===== config.mk =====
export PLATFORM = sky130hd
export DESIGN_NAME = fft_frame_sequencer
export DESIGN_NICKNAME = d
export VERILOG_FILES = /design/src/rtl/fft_frame_sequencer.sv
export SDC_FILE = /design/constraint.sdc
export NUM_CORES = 1
export LEC_CHECK = 0
export ABC_AREA = 1
export BUFFER_PORTS_ARGS = -buffer_cell sky130_fd_sc_hd__buf_4
export CORE_MARGIN = 4
export CORE_UTILIZATION = 47
export CTS_BUF_LIST = sky130_fd_sc_hd__clkbuf_16
export DETAILED_ROUTE_END_ITERATION = 7
export PLACE_DENSITY_LB_ADDON = 0.25
export SYNTH_ARGS = -nofsm -noshare
export SYNTH_HDL_FRONTEND = slang
export SYNTH_SLANG_ARGS = --single-unit

===== constraint.sdc =====
create_clock -name clk -period 1.9 [get_ports clk]
set_clock_uncertainty 0.05 [all_clocks]
set_input_delay 0.095 -clock clk [delete_from_list [all_inputs] [get_ports clk]]
set_output_delay 0.095 -clock clk [all_outputs]
set_load 0.01 [all_outputs]

===== src/rtl/fft_frame_sequencer.sv =====
// rtl/fft_frame_sequencer.sv - frame sequencer for the MODIFY_FFT2 core: load, start, compute, unload
//
// Ports:
//   clk, rst_n            clock; rst_n is a synchronous ACTIVE-HIGH reset
//   s_valid/s_ready       input sample handshake, s_re/s_im signed samples
//   load_data, fft_re_i, fft_im_i, invert_addr
//                         core write strobe, data and bit-reversed address
//   start_flag            one-cycle core start pulse
//   finish_FFT            core done indication
//   en_out_data           core output enable, held through the unload phase
//   core_en_o, core_re_o, core_im_o
//                         core result stream
//   m_valid, m_re, m_im, m_last
//                         framed output stream (not stallable)
//   busy                  any state other than IDLE
//   frame_done            one-cycle pulse on frame completion
//   err_timeout           one-cycle pulse on watchdog abort
module fft_frame_sequencer #(
  parameter int bit_width = 29,
  parameter int N         = 16,
  parameter int SIZE      = 4,
  parameter int TIMEOUT   = 1024
) (
  input  logic                 clk,
  input  logic                 rst_n,
  input  logic                 s_valid,
  output logic                 s_ready,
  input  logic [bit_width-1:0] s_re,
  input  logic [bit_width-1:0] s_im,
  output logic                 load_data,
  output logic [bit_width-1:0] fft_re_i,
  output logic [bit_width-1:0] fft_im_i,
  output logic [SIZE:0]        invert_addr,
  output logic                 start_flag,
  input  logic                 finish_FFT,
  output logic                 en_out_data,
  input  logic                 core_en_o,
  input  logic [bit_width-1:0] core_re_o,
  input  logic [bit_width-1:0] core_im_o,
  output logic                 m_valid,
  output logic [bit_width-1:0] m_re,
  output logic [bit_width-1:0] m_im,
  output logic                 m_last,
  output logic                 busy,
  output logic                 frame_done,
  output logic                 err_timeout
);

  typedef enum logic [2:0] {
    S_IDLE    = 3'd0,
    S_LOAD    = 3'd1,
    S_START   = 3'd2,
    S_COMPUTE = 3'd3,
    S_UNLOAD  = 3'd4
  } state_t;

  localparam logic [SIZE-1:0] LAST_BEAT = SIZE'(N - 1);
  localparam logic [15:0]     WD_LIMIT  = 16'(TIMEOUT - 1);

  state_t          state;
  state_t          state_nxt;
  logic [SIZE-1:0] beat_cnt;
  logic [15:0]     wd_cnt;

  logic            accept;
  logic            in_watch;
  logic            wd_expire;
  logic            finish_seen;
  logic            out_beat;
  logic            last_beat_in;

  logic            load_data_d;
  logic [SIZE:0]   invert_addr_d;
  logic            start_flag_d;
  logic            en_out_data_d;
  logic            m_valid_d;
  logic            m_last_d;
  logic            frame_done_d;
  logic            err_timeout_d;

  function automatic logic [SIZE-1:0] bitrev(input logic [SIZE-1:0] v);
    logic [SIZE-1:0] r;
    for (int i = 0; i < SIZE; i++) begin
      r[i] = v[SIZE-1-i];
    end
    return r;
  endfunction

  assign s_ready      = (state == S_IDLE) || (state == S_LOAD);
  assign busy         = (state != S_IDLE);
  assign accept       = s_valid && s_ready;
  assign in_watch     = (state == S_COMPUTE) || (state == S_UNLOAD);
  // The watchdog fires on the last allowed cycle so the abort lands exactly
  // TIMEOUT cycles after COMPUTE was entered.
  assign wd_expire    = in_watch && (wd_cnt == WD_LIMIT);
  // wd_cnt is zero only in the first COMPUTE cycle, which masks finish_FFT
  // there (a level left over from the previous frame must not count).
  assign finish_seen  = (state == S_COMPUTE) && finish_FFT && (wd_cnt != '0);
  assign out_beat     = (state == S_UNLOAD) && core_en_o;
  assign last_beat_in = out_beat && (beat_cnt == LAST_BEAT);

  // State register
  always_ff @(posedge clk) begin
    if (rst_n) begin
      state <= S_IDLE;
    end else begin
      state <= state_nxt;
    end
  end

  // Next-state logic
  always_comb begin
    state_nxt = state;
    case (state)
      S_IDLE:    if (accept) state_nxt = S_LOAD;
      S_LOAD:    if (accept && (beat_cnt == LAST_BEAT)) state_nxt = S_START;
      S_START:   state_nxt = S_COMPUTE;
      S_COMPUTE: begin
        if (wd_expire) begin
          state_nxt = S_IDLE;
        end else if (finish_seen) begin
          state_nxt = S_UNLOAD;
        end
      end
      // Completion and expiry both return to IDLE; which pulse fires is
      // decided in the output logic.
      S_UNLOAD:  if (last_beat_in || wd_expire) state_nxt = S_IDLE;
      default:   state_nxt = S_IDLE;
    endcase
  end

  // Next values of the registered outputs
  always_comb begin
    load_data_d   = accept;
    invert_addr_d = {1'b0, bitrev(beat_cnt)};
    start_flag_d  = (state == S_START);
    en_out_data_d = (state_nxt == S_UNLOAD);
    m_valid_d     = out_beat;
    m_last_d      = last_beat_in;
    frame_done_d  = last_beat_in;
    err_timeout_d = wd_expire && !last_beat_in;
  end

  // Beat counter is shared by load and unload; it wraps naturally at N and
  // is forced back to 0 when a frame is abandoned mid-unload.
  always_ff @(posedge clk) begin
    if (rst_n) begin
      beat_cnt <= '0;
      wd_cnt   <= '0;
    end else begin
      if (wd_expire && !last_beat_in) begin
        beat_cnt <= '0;
      end else if (accept || out_beat) begin
        beat_cnt <= beat_cnt + SIZE'(1);
      end
      if (in_watch) begin
        wd_cnt <= wd_cnt + 16'd1;
      end else begin
        wd_cnt <= '0;
      end
    end
  end

  // Registered outputs; data registers only move with their strobes
  always_ff @(posedge clk) begin
    if (rst_n) begin
      load_data   <= 1'b0;
      fft_re_i    <= '0;
      fft_im_i    <= '0;
      invert_addr <= '0;
      start_flag  <= 1'b0;
      en_out_data <= 1'b0;
      m_valid     <= 1'b0;
      m_re        <= '0;
      m_im        <= '0;
      m_last      <= 1'b0;
      frame_done  <= 1'b0;
      err_timeout <= 1'b0;
    end else begin
      load_data   <= load_data_d;
      start_flag  <= start_flag_d;
      en_out_data <= en_out_data_d;
      m_valid     <= m_valid_d;
      m_last      <= m_last_d;
      frame_done  <= frame_done_d;
      err_timeout <= err_timeout_d;
      if (accept) begin
        fft_re_i    <= s_re;
        fft_im_i    <= s_im;
        invert_addr <= invert_addr_d;
      end
      if (m_valid_d) begin
        m_re <= core_re_o;
        m_im <= core_im_o;
      end
    end
  end

endmodule


==> metrics.txt <==
Post-synth top cells=162 x nand2_1, 149 x dfxtp_1, 141 x nor2_1, 75 x a21oi_1, 66 x o21ai_0; via count=6337; Post-Syn Instances=730; final hold violations=0; FMAX=560.2 MHz; hold worst-path end=state[1]; post-synth top area share=53.33%; setup TNS=0 ns; vias in the first global route=6323; Yosys cell types=32; DRC Markers=0; max-cap violations=0; critical setup path kind=reg -> reg; Inserted Clock Buffers=17; I/O Pins=251; initial antenna violation count=0; Synth Warn #=0; Die Wd=117.1 um; die height=117.1 um; Post-Syn Area=5593 um^2; RSZ-0062 raised after global routing=false; Synth Register Bits=149; fin crit period=1.785 ns; Slew Viols, Final=0; largest net degree at the start of global routing=65; CTS tree=built; sequential area share after synthesis=53.33%; Area Growth Syn to Fin=67.76%; Setup crit end kind=flip-flop; Core Util, Final=81.48%; CTS Root Cell=clkbuf_16; Setup Buffers After CTS=0; htree depth=4; gr usage total=28.99%; WP data arrival=2.04 ns; Max VDD drop=0.7996 mV; CP Launch Type=flip-flop; most frequent cell after synthesis=nand2_1; headroom to the max-slew limit=62.26%; syn avg cell area=7.661 um^2; Hold WC Path Type=in -> reg; layout cell share with drive strength beyond 1=28.07%; post-route setup slack=0.1149 ns; hold path cells=5; Total Nets Final=1212; Crit. Startpoint=state[0]; HPWL Detailed=11360 um; syn_nets=854; Place WS=0.2437 ns; FILL cells=662; pwr/cell area=826.2 nW/um^2; Clock Path Buffers=2; top cells by area, synth=dfxtp_1 53%, nand2_1 11%, nor2_1 9.5%; post-DR wirelength/cell=16.29 um; Crit Path Max Fanout=30; Initial Util=48.57%; Reg-to-Reg End=m_re[24]; TritonRoute pass-1 iters=5; 1st-iter DRT viols=456; period utilisation layout=93.95%; multi-input logic area=2241 um^2; Post-synth EDFFs=0; Sink Count=149; total core area=11520 um^2; row count=39; cells on worst reg2reg path=6; Register Area=2984 um^2; Worst Path Required=2.15 ns; Reg2Reg Setup Slack=0.11 ns; grt ovf=0; asr flop ratio synth=0%; global-route wire length before repair=30730 um; hold path start=s_valid; worst r2r src=state[0]; Lkg Pwr=4.139 nW; Routed WL=20290 um; Clock transition at path regs=0.06 ns; final setup fails=0; status=finished, final reports clean; Die ar.=13710 um^2; worst skew pair latency=0.42 ns; ys flop type=dfxtp_1; gpl congestion=0.7941; Port Buffer Count=249; largest area contributor in the netlist=dfxtp_1; post-route ant nets=0; DR vias/cell=5.090; Worst-Margin Slew=0.5661 ns
stage by stage:
stage          area (um^2)  total power [mW]  hold slack, ns  instances
2_1_floorplan         5593             3.731          0.1878        730
3_3_place_gp          7545             4.158          0.2949       1091
3_5_place_dp          7545             4.172          0.3028       1091
4_1_cts               9341             7.752         0.01640       1243
5_1_grt               9380             8.044         0.03501       1244
6_report              9383             7.752         0.03066       1245
what timing repair did:
action	4_1_cts	5_1_grt
hold endpoints to repair	122	0
resized for setup	0	5
hold buffers	120	0
endpoints found under the setup margin	0	1
critical path, cell delays in order (launching register included):
cell,delay [ns]
dfxtp_2,0.35
nor2_4,0.17
nand3_4,0.17
buf_12,0.22
nand2_1,0.09
a21oi_1,0.06
dlygate4sd3_1,0.55
power by group:
part,internal (mW),leakage [nW],switching [mW]
Sequential,3.25,1.22,0.0779
Combinational,0.570,2.62,0.451
Clock,2.16,0.300,1.24
cell usage in the layout (no fill, tap or decap), types with 3 or more instances in the layout:
cell / count
clkbuf_16: 18
nand4_1: 6
bufinv_16: 4
ha_1: 3
inv_2: 3
nor2_2: 10
o21ai_0: 66
dfxtp_1: 148
inv_1: 34
dlygate4sd3_1: 120
nand3_1: 15
buf_4: 255
nor2_1: 141
a21oi_1: 75
nor3_1: 6
nand2_1: 162
buf_12: 5
clkinv_2: 3
clkinv_1: 5
per-layer routing:
layer | global-route usage (%) | share of wire, %
met2 | 49.72 | 50
met1 | 31.01 | 37
met5 | 0 | 0
met3 | 11.52 | 9.8
met4 | 14.37 | 3.4
registers in the layout, indices dropped and copies added (netlist names), 3 cells and up:
register / cells
state: 3
wd_cnt: 16
m_im: 29
fft_re_i: 29
beat_cnt: 4
fft_im_i: 29
m_re: 29
invert_addr: 4
kinds of logic after synthesis:
group,after synthesis,share of synthesized area (%)
adders and majority gates,3,0.6712
other,1,0.06705
DFF,149,53.33
and+or+nand+nor,352,25.75
AOI/OAI and AO/OA,144,12.98
xor gates and xnor gates,3,0.4699
buffers and inverters,78,6.734
worst max path at each step:
stage	to	slack [ns]	depth (start not counted)
after floorplan	beat_cnt[1]	0.41	8
after global placement	beat_cnt[3]	0.29	8
after detailed placement	beat_cnt[1]	0.24	8
after CTS	m_re[24]	0.02	6
after global routing	m_re[24]	0.01	6
final	m_re[24]	0.11	6
final cells by class:
cell class	count	share of cell area [%]
clock buffer	17	4.534
sequential	149	31.80
inverter	36	1.494
clock inverter	15	1.814
antenna	1	0.02667
tap	143	1.907
timing repair buffer	381	34.54
multi-input combinational	503	23.88
(Power assumes the default switching activity.)
